--- config.mk ---
export PLATFORM = sky130hd
export DESIGN_NAME = seq_divider
export DESIGN_NICKNAME = d
export VERILOG_FILES = /design/src/rtl/seq_divider.sv
export SDC_FILE = /design/constraint.sdc
export NUM_CORES = 1
export LEC_CHECK = 0
export BUFFER_PORTS_ARGS = -buffer_cell sky130_fd_sc_hd__buf_2
export CORE_MARGIN = 3
export CORE_UTILIZATION = 55
export CTS_BUF_LIST = sky130_fd_sc_hd__clkbuf_16
export DETAILED_ROUTE_END_ITERATION = 16
export PLACE_DENSITY = 0.76
export SYNTH_ARGS = -nofsm -noshare
export SYNTH_HDL_FRONTEND = slang
export SYNTH_SLANG_ARGS = --single-unit
--- constraint.sdc ---
create_clock -name clk -period 4.5 [get_ports clk]
set_input_delay 0.9 -clock clk [delete_from_list [all_inputs] [get_ports clk]]
set_output_delay 0.9 -clock clk [all_outputs]
set_load 0.02 [all_outputs]
--- src/rtl/seq_divider.sv ---
// Multi-cycle signed divider: one restoring step per cycle on magnitudes, then a sign fix-up.
// HI holds the remainder (sign of the dividend), LO the quotient truncated toward zero.
module seq_divider #(
    parameter int DATA_WIDTH = 32
) (
    input  logic                  clk,
    input  logic                  rst_n,
    input  logic                  start,
    input  logic [DATA_WIDTH-1:0] Q,
    input  logic [DATA_WIDTH-1:0] M,
    output logic                  busy,
    output logic                  done,
    output logic                  div_by_zero,
    output logic [DATA_WIDTH-1:0] HI,
    output logic [DATA_WIDTH-1:0] LO
);

    localparam int CW = $clog2(DATA_WIDTH + 1);
    localparam logic [CW-1:0] LAST_STEP = CW'(DATA_WIDTH - 1);

    typedef enum logic [1:0] {IDLE, CALC, FIX, DONE} state_t;

    state_t                state_q, state_d;
    logic [CW-1:0]         cnt_q, cnt_d;
    logic [DATA_WIDTH-1:0] rem_q, rem_d;
    logic [DATA_WIDTH-1:0] quo_q, quo_d;
    logic [DATA_WIDTH-1:0] m_abs_q, m_abs_d;
    logic                  q_neg_q, q_neg_d;
    logic                  quo_neg_q, quo_neg_d;
    logic [DATA_WIDTH-1:0] hi_q, hi_d;
    logic [DATA_WIDTH-1:0] lo_q, lo_d;
    logic                  dbz_q, dbz_d;
    logic                  done_q, done_d;
    logic                  busy_q, busy_d;

    // Shifted partial remainder needs one extra bit before the trial subtract.
    logic [DATA_WIDTH:0]   shift_rem;
    logic                  fits;

    always_comb begin
        state_d   = state_q;
        cnt_d     = cnt_q;
        rem_d     = rem_q;
        quo_d     = quo_q;
        m_abs_d   = m_abs_q;
        q_neg_d   = q_neg_q;
        quo_neg_d = quo_neg_q;
        hi_d      = hi_q;
        lo_d      = lo_q;
        dbz_d     = dbz_q;
        shift_rem = {rem_q, quo_q[DATA_WIDTH-1]};
        fits      = (shift_rem >= {1'b0, m_abs_q});

        case (state_q)
            IDLE: begin
                if (start) begin
                    if (M == '0) begin
                        hi_d    = Q;
                        lo_d    = '1;
                        dbz_d   = 1'b1;
                        state_d = DONE;
                    end else begin
                        quo_d     = Q[DATA_WIDTH-1] ? (~Q + 1'b1) : Q;
                        m_abs_d   = M[DATA_WIDTH-1] ? (~M + 1'b1) : M;
                        q_neg_d   = Q[DATA_WIDTH-1];
                        quo_neg_d = Q[DATA_WIDTH-1] ^ M[DATA_WIDTH-1];
                        rem_d     = '0;
                        cnt_d     = '0;
                        dbz_d     = 1'b0;
                        state_d   = CALC;
                    end
                end
            end
            CALC: begin
                if (fits) begin
                    rem_d = DATA_WIDTH'(shift_rem - {1'b0, m_abs_q});
                    quo_d = {quo_q[DATA_WIDTH-2:0], 1'b1};
                end else begin
                    rem_d = shift_rem[DATA_WIDTH-1:0];
                    quo_d = {quo_q[DATA_WIDTH-2:0], 1'b0};
                end
                cnt_d = cnt_q + 1'b1;
                if (cnt_q == LAST_STEP) state_d = FIX;
            end
            FIX: begin
                lo_d    = quo_neg_q ? (~quo_q + 1'b1) : quo_q;
                hi_d    = q_neg_q ? (~rem_q + 1'b1) : rem_q;
                state_d = DONE;
            end
            DONE: state_d = IDLE;
            default: state_d = IDLE;
        endcase

        done_d = (state_d == DONE);
        busy_d = (state_d == CALC) || (state_d == FIX);
    end

    always_ff @(posedge clk or negedge rst_n) begin
        if (!rst_n) begin
            state_q   <= IDLE;
            cnt_q     <= '0;
            rem_q     <= '0;
            quo_q     <= '0;
            m_abs_q   <= '0;
            q_neg_q   <= 1'b0;
            quo_neg_q <= 1'b0;
            hi_q      <= '0;
            lo_q      <= '0;
            dbz_q     <= 1'b0;
            done_q    <= 1'b0;
            busy_q    <= 1'b0;
        end else begin
            state_q   <= state_d;
            cnt_q     <= cnt_d;
            rem_q     <= rem_d;
            quo_q     <= quo_d;
            m_abs_q   <= m_abs_d;
            q_neg_q   <= q_neg_d;
            quo_neg_q <= quo_neg_d;
            hi_q      <= hi_d;
            lo_q      <= lo_d;
            dbz_q     <= dbz_d;
            done_q    <= done_d;
            busy_q    <= busy_d;
        end
    end

    assign busy        = busy_q;
    assign done        = done_q;
    assign div_by_zero = dbz_q;
    assign HI          = hi_q;
    assign LO          = lo_q;

endmodule
==> run summary <==
OUTCOME
-------------------------------------------------------------------------
Run status                                                      completed

WORST SETUP PATH
-------------------------------------------------------------------------
Element type at the critical path end                            register
Crit-path max cell delay                                           480 ps
Type of the worst setup path                                 register to register
Cell at the slowest stage of the critical path               sky130_fd_sc_hd__dfrtp_1
Crit path launch type                                            register
Critical path's top delay family                             compound AO/OA/AOI/OAI gates
Cell chain of the critical path                              ha_1, a21oi_1, o21ai_0, or3_1, a311o_1, a31oi_1, o21ai_1, a221oi_2, o21ai_2, buf_4, mux2i_1, o21ai_0
Required time worst endpoint                                      4810 ps
Dominant cell type by count on the critical path             sky130_fd_sc_hd__o21ai_0
Combined buffer and inverter count along the critical path              1
Arrival time at the worst endpoint                                4260 ps
Maximum fanout count along the critical path                           14

CLOCK TREE
-------------------------------------------------------------------------
Clock tree root buffer cell                                  sky130_fd_sc_hd__clkbuf_16
Clock tree from TritonCTS                                             yes
CTS sink cnt                                                          173
Count of cells resized by post-cts repair                               0
Clock-pin slew on the worst setup and hold paths                    60 ps
Deepest clock path buffer count                                         2
Latest clock arrival within the worst-skew pair                    440 ps
Inserted Clock Buffers                                                 17
Cts-stage hold buffer count                                             0
H-tree depth                                                            4
Number of buffers inserted by post-CTS setup repair                     0

TIMING
-------------------------------------------------------------------------
Fmax achieved                                                  0.2530 GHz
Actual slew at the worst max-slew pin                             1302 ps
Final number of setup-violating endpoints                               0
Setup TNS after final layout                                         0 ps
Setup repair after global routing missed its margin                    no
Worst-case headroom to the max-slew limit                          13.22%
Post-route clock period utilization                                87.84%
Final hold vios                                                         0
Max Transition Viols Final                                              0
Final worst path period need                                      3953 ps
Worst-case hold slack                                            476.5 ps
Post-Route Skew                                                  12.03 ps

DIE
-------------------------------------------------------------------------
Placeable Area                                                 19850 um^2
Cell row count                                                         51
Chip Width                                                       149.4 um
Initial Utilization                                                57.01%
Die Ht                                                           149.4 um
Number of primary I/O pins                                            134
Area of the die                                                22330 um^2

DRT
-------------------------------------------------------------------------
Drt wl/cell                                                      16.62 um
Number of DRC violations after detailed routing                         0
Number of routed nets with antenna violations                           0
Vias after detailed routing                                          9929
DRC marker count from the first detailed-route iteration              653
DR pass1 iterations                                                     6
Average via count per standard cell                                 5.868
Total Wirelength                                                 28.12 mm

GLOBAL ROUTE
-------------------------------------------------------------------------
Total global-route track usage                                     25.52%
Number of global-route vias before repair                            9248
Initial antenna violation count                                         2
Largest net degree at the start of global routing                     101
Wire length of the first global-routing pass                     46.53 mm
Grt total ovfl                                                          0

YOSYS
-------------------------------------------------------------------------
Syn_nets                                                             1422
#FFs+latches synth                                                    173
Async S/R FF share, synth                                          100.0%
Fraction of the yosys area taken by sequential cells               38.26%
Number of warnings reported in the yosys synthesis log                  0
Most instantiated flip-flop cell in the synthesis netlist    sky130_fd_sc_hd__dfrtp_1
Count of flip-flops with a built-in enable after synthesis              0
Average footprint of a synthesized cell                        8.598 um^2
Combined area of all synthesized cells                         11310 um^2
Yosys cell types                                                       70
Number of cells produced by synthesis                                1316

POWER
-------------------------------------------------------------------------
Psw                                                            0.003848 W
Power, Total                                                   0.008848 W
Internal power component                                       0.005000 W
Clock share of power                                                18.1%
Sequential group share of total power                               30.6%
VDD IR max                                                       316.1 uV
Comb pwr share                                                      51.3%
Leakage power total                                              5.594 nW
Switching part of the total                                        43.49%
Pwr Density                                                  687.6 nW/um^2

RUN
-------------------------------------------------------------------------
Number of violations of the max-capacitance limit                       0

PLACED DESIGN
-------------------------------------------------------------------------
Total of buffers placed on input and output ports                     133
Final estimated routing congestion in global placement             0.9690
Dpl hpwl                                                         21.30 mm

WORST HOLD PATH
-------------------------------------------------------------------------
Worst hold path class                                        register to register

CELLS AND AREA
-------------------------------------------------------------------------
Final-layout fill cell count                                         1697
Layout overhead on the synthesized area                            13.73%
Final net count                                                      1519
Layout cell share with drive strength beyond 1                     15.23%

registers in the layout, indices dropped and copies added (netlist names), 2 cells and up:
register / count
HI: 32
LO: 32
m_abs_q: 32
quo_q: 32
rem_q: 32
cnt_q: 6
state_q: 2
logic make-up after synthesis:
family	Yosys count	synth area share, %
and+or+nand+nor	433	17.98
AOI/OAI and AO/OA	369	21.12
DFF	173	38.26
xor gates and xnor gates	147	11.38
buffers and inverters	128	4.479
adders and majority gates	39	4.379
muxes	27	2.400
worst min-delay path: stages, from the launching register on:
cell                      delay (ps)
sky130_fd_sc_hd__dfrtp_1         340
sky130_fd_sc_hd__nand2_1          50
sky130_fd_sc_hd__o31ai_1          50
power by group through the flow:
stage	Sequential, W	Clock (W)	Combinational [W]
global placement	0.00270	0	0.00441
detailed placement	0.00272	0	0.00449
finish	0.00271	0.00160	0.00454
global route	0.00279	0.00168	0.00508
floorplan	0.00255	0	0.00353
CTS	0.00269	0.00162	0.00452
final cells by class:
type | count | area [um^2] | share of cell area (%)
Sequential cell | 173 | 4329 | 33.64
Antenna cell | 2 | 5.005 | 0.03889
Clock buffer | 17 | 425.4 | 3.306
Clock inverter | 14 | 205.2 | 1.595
Inverter | 52 | 195.2 | 1.517
Multi-Input combinational cell | 1015 | 6497 | 50.49
Timing Repair Buffer | 154 | 879.6 | 6.835
Tap cell | 265 | 331.6 | 2.577
per-stage QoR:
stage	setup WS, ps	utilization [%]	cell area, um^2	cells
floorplan	1128	-	11310	1316
global placement	442.5	61.64	12230	1659
detailed placement	445.4	61.64	12230	1659
CTS	597.5	64.82	12860	1690
global route	314.3	64.82	12860	1690
finish	547.2	64.84	12870	1692
cells in the final DEF (no fill, tap or decap), types with 20 or more instances in the layout:
cell / Yosys / layout
sky130_fd_sc_hd__dfrtp_1: 173 / 173
sky130_fd_sc_hd__nand2_1: 157 / 156
sky130_fd_sc_hd__buf_2: 14 / 132
sky130_fd_sc_hd__nor2_1: 115 / 114
sky130_fd_sc_hd__o21ai_0: 110 / 110
sky130_fd_sc_hd__xor2_1: 97 / 97
sky130_fd_sc_hd__a21oi_1: 84 / 84
sky130_fd_sc_hd__inv_1: 52 / 52
sky130_fd_sc_hd__xnor2_1: 50 / 50
sky130_fd_sc_hd__ha_1: 38 / 38
sky130_fd_sc_hd__nor3_1: 31 / 31
sky130_fd_sc_hd__o31ai_1: 31 / 31
sky130_fd_sc_hd__mux2i_1: 26 / 26
sky130_fd_sc_hd__nand3_1: 24 / 24
sky130_fd_sc_hd__o22ai_1: 20 / 20
sky130_fd_sc_hd__or3_1: 20 / 20
sky130_fd_sc_hd__a221o_1: 20 / 20
cell usage after synthesis (all sizes together), types with 26 or more instances:
library cell | instances | area (um^2)
dfrtp | 173 | 4329
nand2 | 158 | 595.6
nor2 | 116 | 437.9
o21ai | 112 | 560.5
xor2 | 97 | 849.6
a21oi | 84 | 420.4
clkbuf | 52 | 196.4
inv | 52 | 195.2
xnor2 | 50 | 437.9
ha | 38 | 475.5
o31ai | 32 | 245.2
nor3 | 31 | 155.2
mux2i | 26 | 260.3
final timing paths:
| path | start | end | slack (ps) | cells after the start |
|---|---|---|---|---|
| worst max-delay path | rem_q[15] | rem_q[7] | 550 | 12 |
| worst min-delay path | m_abs_q[31] | m_abs_q[31] | 480 | 2 |
| worst max register to register | rem_q[15] | rem_q[7] | 550 | 12 |
| worst min register to register | m_abs_q[31] | m_abs_q[31] | 480 | 2 |
| max in group asynchronous | rst_n | rem_q[31] | 3040 | 2 |
| min in group asynchronous | rst_n | LO[4] | 570 | 1 |
routing by layer:
layer | wire (um) | GRT usage [%] | vias up
met5 | 25 | 0 | -
met4 | 478 | 7.140 | 4
met3 | 1383 | 2.968 | 36
met2 | 13450 | 42.78 | 299
met1 | 12780 | 35.24 | 4694
li1 | - | - | 4896
Note: power is estimated with default switching activity, not from simulation.
